File: src/rtl/fpgc_pkg.sv
// fpgc_pkg: shared VRAM geometry and arbiter state encoding for the FPGC4 top level
package fpgc_pkg;
   localparam int VRAM_ADDR_W = 14;
   localparam int VRAM_DATA_W = 32;
   typedef enum logic [1:0] {
      IDLE = 2'd0,
      WAIT = 2'd1,
      RESP = 2'd2
   } arb_state_t;
endpackage

File: src/rtl/vram_arbiter.sv
// vram_arbiter: shares the single-port VRAM between FSX pixel fetch (priority) and one latched CPU access
module vram_arbiter
   import fpgc_pkg::*;
#(
   parameter int ADDR_W       = VRAM_ADDR_W,
   parameter int DATA_W       = VRAM_DATA_W,
   parameter int STARVE_LIMIT = 64
)(
   input  logic              clk,
   input  logic              reset,
   input  logic              fsx_req,
   input  logic [ADDR_W-1:0] fsx_addr,
   output logic              fsx_stall,
   output logic              fsx_valid,
   output logic [DATA_W-1:0] fsx_q,
   input  logic              cpu_start,
   input  logic              cpu_we,
   input  logic [ADDR_W-1:0] cpu_addr,
   input  logic [DATA_W-1:0] cpu_data,
   output logic              cpu_busy,
   output logic              cpu_done,
   output logic [DATA_W-1:0] cpu_q,
   output logic [ADDR_W-1:0] vram_addr,
   output logic [DATA_W-1:0] vram_d,
   output logic              vram_we,
   input  logic [DATA_W-1:0] vram_q
);
   localparam int CNT_W = (STARVE_LIMIT < 1) ? 1 : $clog2(STARVE_LIMIT + 1);
   localparam logic [CNT_W-1:0] LIMIT = CNT_W'(STARVE_LIMIT);
   arb_state_t        r_state;
   logic              r_we;
   logic [ADDR_W-1:0] r_addr;
   logic [DATA_W-1:0] r_data;
   logic [CNT_W-1:0]  r_wait_cnt;
   logic              r_done;
   logic              r_fsx_valid;
   logic [DATA_W-1:0] r_cpu_q;
   logic              w_starve;
   logic              w_cpu_slot;
   assign w_starve   = (STARVE_LIMIT != 0) && (r_wait_cnt == LIMIT);
   assign w_cpu_slot = (r_state == WAIT) && (!fsx_req || w_starve);
   assign vram_addr  = w_cpu_slot ? r_addr : fsx_addr;
   assign vram_d     = r_data;
   assign vram_we    = w_cpu_slot && r_we && !reset;
   assign fsx_stall  = fsx_req && w_cpu_slot;
   assign fsx_valid  = r_fsx_valid;
   assign fsx_q      = vram_q;
   assign cpu_busy   = (r_state != IDLE);
   assign cpu_done   = r_done;
   assign cpu_q      = r_cpu_q;
   // CPU access sequencing, starvation counting and registered handshake outputs
   always_ff @(posedge clk) begin
      if (reset) begin
         r_state     <= IDLE;
         r_we        <= 1'b0;
         r_addr      <= '0;
         r_data      <= '0;
         r_wait_cnt  <= '0;
         r_done      <= 1'b0;
         r_fsx_valid <= 1'b0;
         r_cpu_q     <= '0;
      end else begin
         r_fsx_valid <= fsx_req && !w_cpu_slot;
         r_done      <= (r_state == RESP);
         case (r_state)
            IDLE: if (cpu_start) begin
               r_we    <= cpu_we;
               r_addr  <= cpu_addr;
               r_data  <= cpu_data;
               r_state <= WAIT;
            end
            WAIT: if (w_cpu_slot) begin
               r_wait_cnt <= '0;
               r_state    <= RESP;
            end else if (fsx_req && r_wait_cnt != LIMIT) begin
               r_wait_cnt <= r_wait_cnt + 1'b1;
            end
            RESP: begin
               if (!r_we) r_cpu_q <= vram_q;
               r_state <= IDLE;
            end
            default: r_state <= IDLE;
         endcase
      end
   end
endmodule

File: config.mk
export PLATFORM = sky130hd
export DESIGN_NAME = vram_arbiter
export DESIGN_NICKNAME = d
export VERILOG_FILES = /design/src/rtl/fpgc_pkg.sv /design/src/rtl/vram_arbiter.sv
export SDC_FILE = /design/constraint.sdc
export NUM_CORES = 1
export LEC_CHECK = 0
export ABC_CLOCK_PERIOD_IN_PS = 2800
export BUFFER_PORTS_ARGS = -buffer_cell sky130_fd_sc_hd__clkbuf_2
export CORE_AREA = 5 5 111 113
export CTS_CLUSTER_SIZE = 30
export DETAILED_ROUTE_END_ITERATION = 6
export DIE_AREA = 0 0 116 118
export RECOVER_POWER = 25
export REMOVE_ABC_BUFFERS = 1
export SLEW_MARGIN = 20
export SYNTH_ARGS = -nofsm -noshare
export SYNTH_HDL_FRONTEND = slang
export SYNTH_SLANG_ARGS = --single-unit
export TNS_END_PERCENT = 100
File: constraint.sdc
create_clock -name clk -period 2.8 [get_ports clk]
set_clock_uncertainty 0.2 [all_clocks]
set_input_delay 0.14 -clock clk [delete_from_list [all_inputs] [get_ports clk]]
set_output_delay 0.14 -clock clk [all_outputs]
set_load 0.005 [all_outputs]
==> results of run 1 <==
## per-layer routing
| layer | share of wire | vias to the layer above | wire length, um | track usage |
|---|---|---|---|---|
| li1 | - | 1802 | - | - |
| met1 | 0.38 | 1660 | 4365 | 0.1769 |
| met2 | 0.54 | 108 | 6182 | 0.2946 |
| met3 | 0.054 | 25 | 612 | 0.04679 |
| met4 | 0.024 | 0 | 272 | 0.06599 |
| met5 | 0 | - | 0 | 0 |
## per-stage QoR
| step | util | std cells | hold WS (ns) | TNS (ns) | instance area (um2) |
|---|---|---|---|---|---|
| 2_1_floorplan | - | 346 | 0.009066 | -46.32 | 3416 |
| 3_3_place_gp | 0.4215 | 704 | 0.1722 | 0 | 4731 |
| 3_5_place_dp | 0.4215 | 704 | 0.1834 | 0 | 4731 |
| 4_1_cts | 0.5211 | 800 | 0.2515 | 0 | 5848 |
| 5_1_grt | 0.5172 | 800 | 0.2664 | 0 | 5804 |
| 6_report | 0.5172 | 800 | 0.2514 | 0 | 5804 |
## worst max-delay path, delay by kind of cell (launching register included)
kind            cells  cell delay (ns)
flops               1             0.37
compound gates      1             0.29
simple gates        1             0.23
fa+ha+maj           1             0.21
buf+inv             3             0.39
mux                 1             0.34
## state kept, by name, summed over array words and instances, names as in the netlist
register	cells
cpu_q	32
cpu_done	1
r_addr	14
r_state	2
r_we	1
r_wait_cnt	7
fsx_valid	1
vram_d	32
## worst paths after layout
path                       from       endpoint  slack [ns]  cells past startpoint
setup / recovery  r_wait_cnt[0]  vram_addr[13]        0.29                      7
setup reg to reg     r_state[1]      cpu_q[16]        0.87                      3
hold / removal        cpu_q[14]      cpu_q[14]        0.25                      2
hold reg to reg       cpu_q[14]      cpu_q[14]        0.25                      2
## final cells by class
class                   instances  area, um2  share of cell area
inverters                       4      15.01            0.002587
flip-flops and latches         90       1802              0.3104
clock buffers                   9      225.2             0.03880
clock inverters                 7      91.34             0.01574
repair buffers                295       1881              0.3240
well taps                     143      178.9             0.03083
multi-input cells             252       1612              0.2776
## repair_timing
action	CTS	global route
endpoints found under the setup margin	0	0
endpoints found under the hold margin	83	0
hold buffers	80	0
## logic make-up (layout without fill, tap and decap cells)
group                    Yosys count  count (layout)  synth area share
AND/OR/NAND/NOR                  140             140            0.1686
flip-flops                        90              90            0.4724
multiplexers                      61              61            0.1716
buffers and inverters             61             315            0.1083
AO/OA/AOI/OAI                     48              48           0.07021
adder cells (fa/ha/maj)            2               2          0.006561
XOR/XNOR                           1               1          0.002297
## Yosys cell counts, types with 3 or more instances
| library cell | n |
|---|---|
| nand2_1 | 69 |
| mux2_4 | 7 |
| mux2i_1 | 47 |
| a21oi_1 | 39 |
| clkbuf_1 | 10 |
| buf_6 | 6 |
| o21ai_0 | 3 |
| or3_1 | 3 |
| buf_2 | 6 |
| buf_4 | 35 |
| dfxtp_1 | 90 |
| inv_1 | 4 |
| nor3b_2 | 3 |
| nor2_1 | 51 |
| mux2_2 | 7 |
## cell usage in the layout, fill, tap and decap left out, drive strengths merged, types with 5 or more instances in the layout
cell         synthesis  final
nand2               69     69
clkbuf              10    219
a21oi               40     40
dlygate4sd3          0     80
mux2i               47     47
nor2                51     51
inv                  4      5
mux2                14     14
dfxtp               90     90
buf                 47      5
nor3b                5      5
## power breakdown
group | switching (mW) | leakage [nW] | internal [mW]
Combinational | 0.204 | 1.77 | 0.269
Clock | 0.485 | 0.156 | 0.780
Sequential | 0.0388 | 0.734 | 1.34
Total | 0.727 | 2.66 | 2.39
==> results.yml, run 1 <==
outcome:
  status: "completed"
power:
  total_power_mw: 3.116
  ir_worst_vdd_mv: 0.2918
  power_leakage_nw: 2.659
  power_density_mw_per_mm2: 536.9
cells_and_area:
  n_fill_cell: 1075
  areaGrowthSynthToFinish_pct: 52.20
  num_antenna_cells: 0
  nets: 751
  drive_above_1_share: 0.3318
clock_network:
  cts_max_level: 3
  post_cts_buffers: 0
  clk_pin_slew_ns: 0.06
  cts_buffer_depth: 2
  tritoncts: "yes"
  cts-root-buf: "clkbuf_16"
  post_cts_resize_count: 0
  cts_buffers: 9
  clkSinkCount: 90
  worst_skew_pair.late_latency_ns: 0.33
worst_setup_path:
  cp_data_arrival_time_ns: 2.17
  critPathMaxFanout: 13
  cp-end-kind: "output port"
  startpoint_type: "register"
  crit_type: "reg2out"
  cpPeakStageDelay_ns: 0.37
  cp.required_ns: 2.46
  worstPathCellList: "inv_1 -> ha_1 -> and4bb_1 -> a21oi_4 -> buf_12 -> mux2_2 -> clkbuf_2"
  slowest_stage: "dfxtp_1"
min_path:
  hp-class: "reg2reg"
placed_design:
  place_ws_ns: 0.6518
  place_hpwl_um: 7871
  portBuffers: 211
  routabilityCongestion: 0.8101
timing:
  finalHoldViolCount: 0
  max_slew_margin: 0.4131
  fin_crit_ns: 2.510
  period_share: 0.8964
  setup_ws_ns: 0.2902
  worstMarginPinSlew_ns: 0.8803
  rsz0062_at_grt: "no"
  fmax_mhz: 398.4
  drv_slew: 0
  setup_viol: 0
logic_synthesis:
  synth_area_mm2: 0.003814
  synth_seq_cells: 90
  synthArstFlopShare: 0
  yosysTopAreaCell: "dfxtp_1"
  synth-seq-area-share: 0.4724
  synth_cell_types: 34
  synth_flop_cell: "dfxtp_1"
  synthCells: 403
  ys_warn_count: 0
  synth_top_area_frac: 0.4724
  avgSynthCellArea_um2: 9.463
  synth_area_leaders: "dfxtp_1 (47%), mux2i_1 (12%), buf_4 (6.9%), nand2_1 (6.8%), a21oi_1 (5.1%)"
  synth-edff-count: 0
global_routing:
  grt_pass1_vias: 3747
  gr-total-overflow: 0
  antenna_found_initial: 0
  grt_pass1_wl_um: 18110
  globalRouteTotalUtil: 0.1639
  grt_max_degree: 50
routing:
  routed-via-count: 3595
  wl_per_cell_um: 14.29
  drt_iter0_markers: 137
  viasPerCell: 4.494
  post-route-drc-count: 0
  dr.pass1.iters: 6
  wirelength_um: 11430
  ant_nets: 0
die:
  start_util: 0.3398
  core-area_mm2: 0.01122
  die_h_um: 118
  die_w_um: 116
  ios: 212
  rows: 39
  dieArea_mm2: 0.01369
flow_run:
  cap_violations: 0
Note: power is estimated with default switching activity, not from simulation.
==> inputs of run 2 (changes only) <==
--- a/config.mk
+++ b/config.mk
@@ -6,7 +6,7 @@
 export NUM_CORES = 1
 export LEC_CHECK = 0
 export ABC_CLOCK_PERIOD_IN_PS = 2800
-export BUFFER_PORTS_ARGS = -buffer_cell sky130_fd_sc_hd__clkbuf_2
+export BUFFER_PORTS_ARGS = -buffer_cell sky130_fd_sc_hd__buf_2
 export CORE_AREA = 5 5 111 113
 export CTS_CLUSTER_SIZE = 30
 export DETAILED_ROUTE_END_ITERATION = 6
==> run 2 against run 1 <==
  * Critical path depth is the same
  * First-iteration DRC count is 12% higher
  * Largest cell class unchanged
  * Wire length rose by 3.6%
  * Global-route usage increased by 0.66 points
  * Cell count up 0.13%
  * Combinational power is essentially flat
  * Clock-buffer cell count increased by 2
  * Worst hold slack worse by 0.079 ns
  * Fmax decreased by 1.0%
==> results.yml, run 2 (same netlist as run 1, synthesis figures left out) <==
global_routing:
  gr-total-overflow: 0
  grt_pass1_wl_um: 18660
  grt_pass1_vias: 3759
  globalRouteTotalUtil: 0.1705
  grt_max_degree: 50
  antenna_found_initial: 1
worst_setup_path:
  startpoint_type: "register"
  crit_type: "reg2out"
  reg2reg_depth: 3
  critPathMaxFanout: 13
  cp-end-kind: "output port"
  cp_data_arrival_time_ns: 2.20
  cp.required_ns: 2.46
cells_and_area:
  seqCellArea_mm2: 0.001802
  n_fill_cell: 1051
  layout_common_cells: "buf_2 (178), dfxtp_1 (90), dlygate4sd3_1 (80)"
  final_common_cell: "buf_2"
  drive_above_1_share: 0.3349
  nets: 752
  fin_util: 0.5181
  areaGrowthSynthToFinish_pct: 52.46
  multi_input_area_mm2: 0.001612
flow_run:
  cap_violations: 0
outcome:
  status: "completed"
die:
  ios: 212
  die_h_um: 118
  dieArea_mm2: 0.01369
  core-area_mm2: 0.01122
  start_util: 0.3398
  die_w_um: 116
  rows: 39
placed_design:
  place_hpwl_um: 7903
  routabilityCongestion: 0.8011
  portBuffers: 211
  place_ws_ns: 0.6301
power:
  p_int_mw: 2.435
  p_comb_frac: 0.149
  power_density_mw_per_mm2: 544.0
  power_leakage_nw: 2.670
  p_sw_mw: 0.7278
  power_frac_clock: 0.416
  ir_worst_vdd_mv: 0.3005
  power_frac_seq: 0.435
  sw_frac_of_total: 0.2301
min_path:
  hp-class: "in2reg"
  holdPathStages: 2
clock_network:
  cts_buffer_depth: 2
  post_cts_resize_count: 0
  clk_pin_slew_ns: 0.06
  cts-root-buf: "clkbuf_16"
  worst_skew_pair.late_latency_ns: 0.33
  clkSinkCount: 90
  tritoncts: "yes"
  cts_max_level: 3
  cts_buffers: 9
timing:
  setup_ws_ns: 0.2648
  max_slew_margin: 0.4817
  finalHoldViolCount: 0
  fin_crit_ns: 2.535
  period_share: 0.9054
  rsz0062_at_grt: "no"
  setup_viol: 0
  worstMarginPinSlew_ns: 0.7775
  fmax_mhz: 394.4
  drv_slew: 0
routing:
  dr.pass1.iters: 4
  post-route-drc-count: 0
  routed-via-count: 3680
  drt_iter0_markers: 153
  wl_per_cell_um: 14.79
  ant_nets: 0
  wirelength_um: 11850
  viasPerCell: 4.594
-- run 2: path summary, 6_finish.rpt --
| check | from | end | slack (ns) |
|---|---|---|---|
| min reg2reg | cpu_q[6] | cpu_q[6] | 0.25 |
| max reg2reg | r_state[1] | cpu_q[20] | 0.86 |
| min | reset | r_addr[11] | 0.17 |
| max | r_wait_cnt[0] | vram_addr[0] | 0.26 |
-- run 2: worst max-delay path, cell delays in order (launching register included) --
cell      delay (ns)
dfxtp_1         0.36
inv_1           0.07
ha_1            0.20
and4bb_1        0.23
a21oi_4         0.31
buf_12          0.20
mux2_2          0.34
buf_2           0.14
-- run 2: repair_timing --
action	CTS	global route
setup buffers	0	0
hold endpoints to repair	83	0
hold buffers	80	0
-- run 2: stage by stage --
step                      TNS [ns]  hold WS, ns  cell area (um2)  total power [mW]  std cells
after floorplan             -46.32     0.009066             3416             1.573        346
after global placement           0       0.1724             4726             1.781        705
after detailed placement         0       0.1834             4726             1.790        705
after CTS                        0       0.1633             5853             3.205        800
after global routing             0       0.2029             5814             3.298        801
final                            0       0.1724             5814             3.163        801
-- run 2: area by class of cell --
cell class,count,area share
Timing Repair Buffer,296,0.3230
Sequential cell,90,0.3099
Multi-Input combinational cell,252,0.2772
Clock buffer,11,0.04347
Tap cell,143,0.03077
Clock inverter,4,0.01270
Inverter,4,0.002582
Antenna cell,1,0.0004304
-- run 2: power groups by stage --
stage,Sequential [mW],Combinational (mW),Clock [mW]
floorplan,1.40,0.171,0
finish,1.38,0.470,1.32
CTS,1.38,0.474,1.35
global placement,1.40,0.379,0
global route,1.38,0.515,1.40
detailed placement,1.40,0.387,0
-- run 2: metal layers --
metal / global-route usage / share of wire
met5: 0 / 0
met4: 0.09355 / 0.033
met3: 0.04781 / 0.050
met2: 0.2946 / 0.53
met1: 0.1842 / 0.38
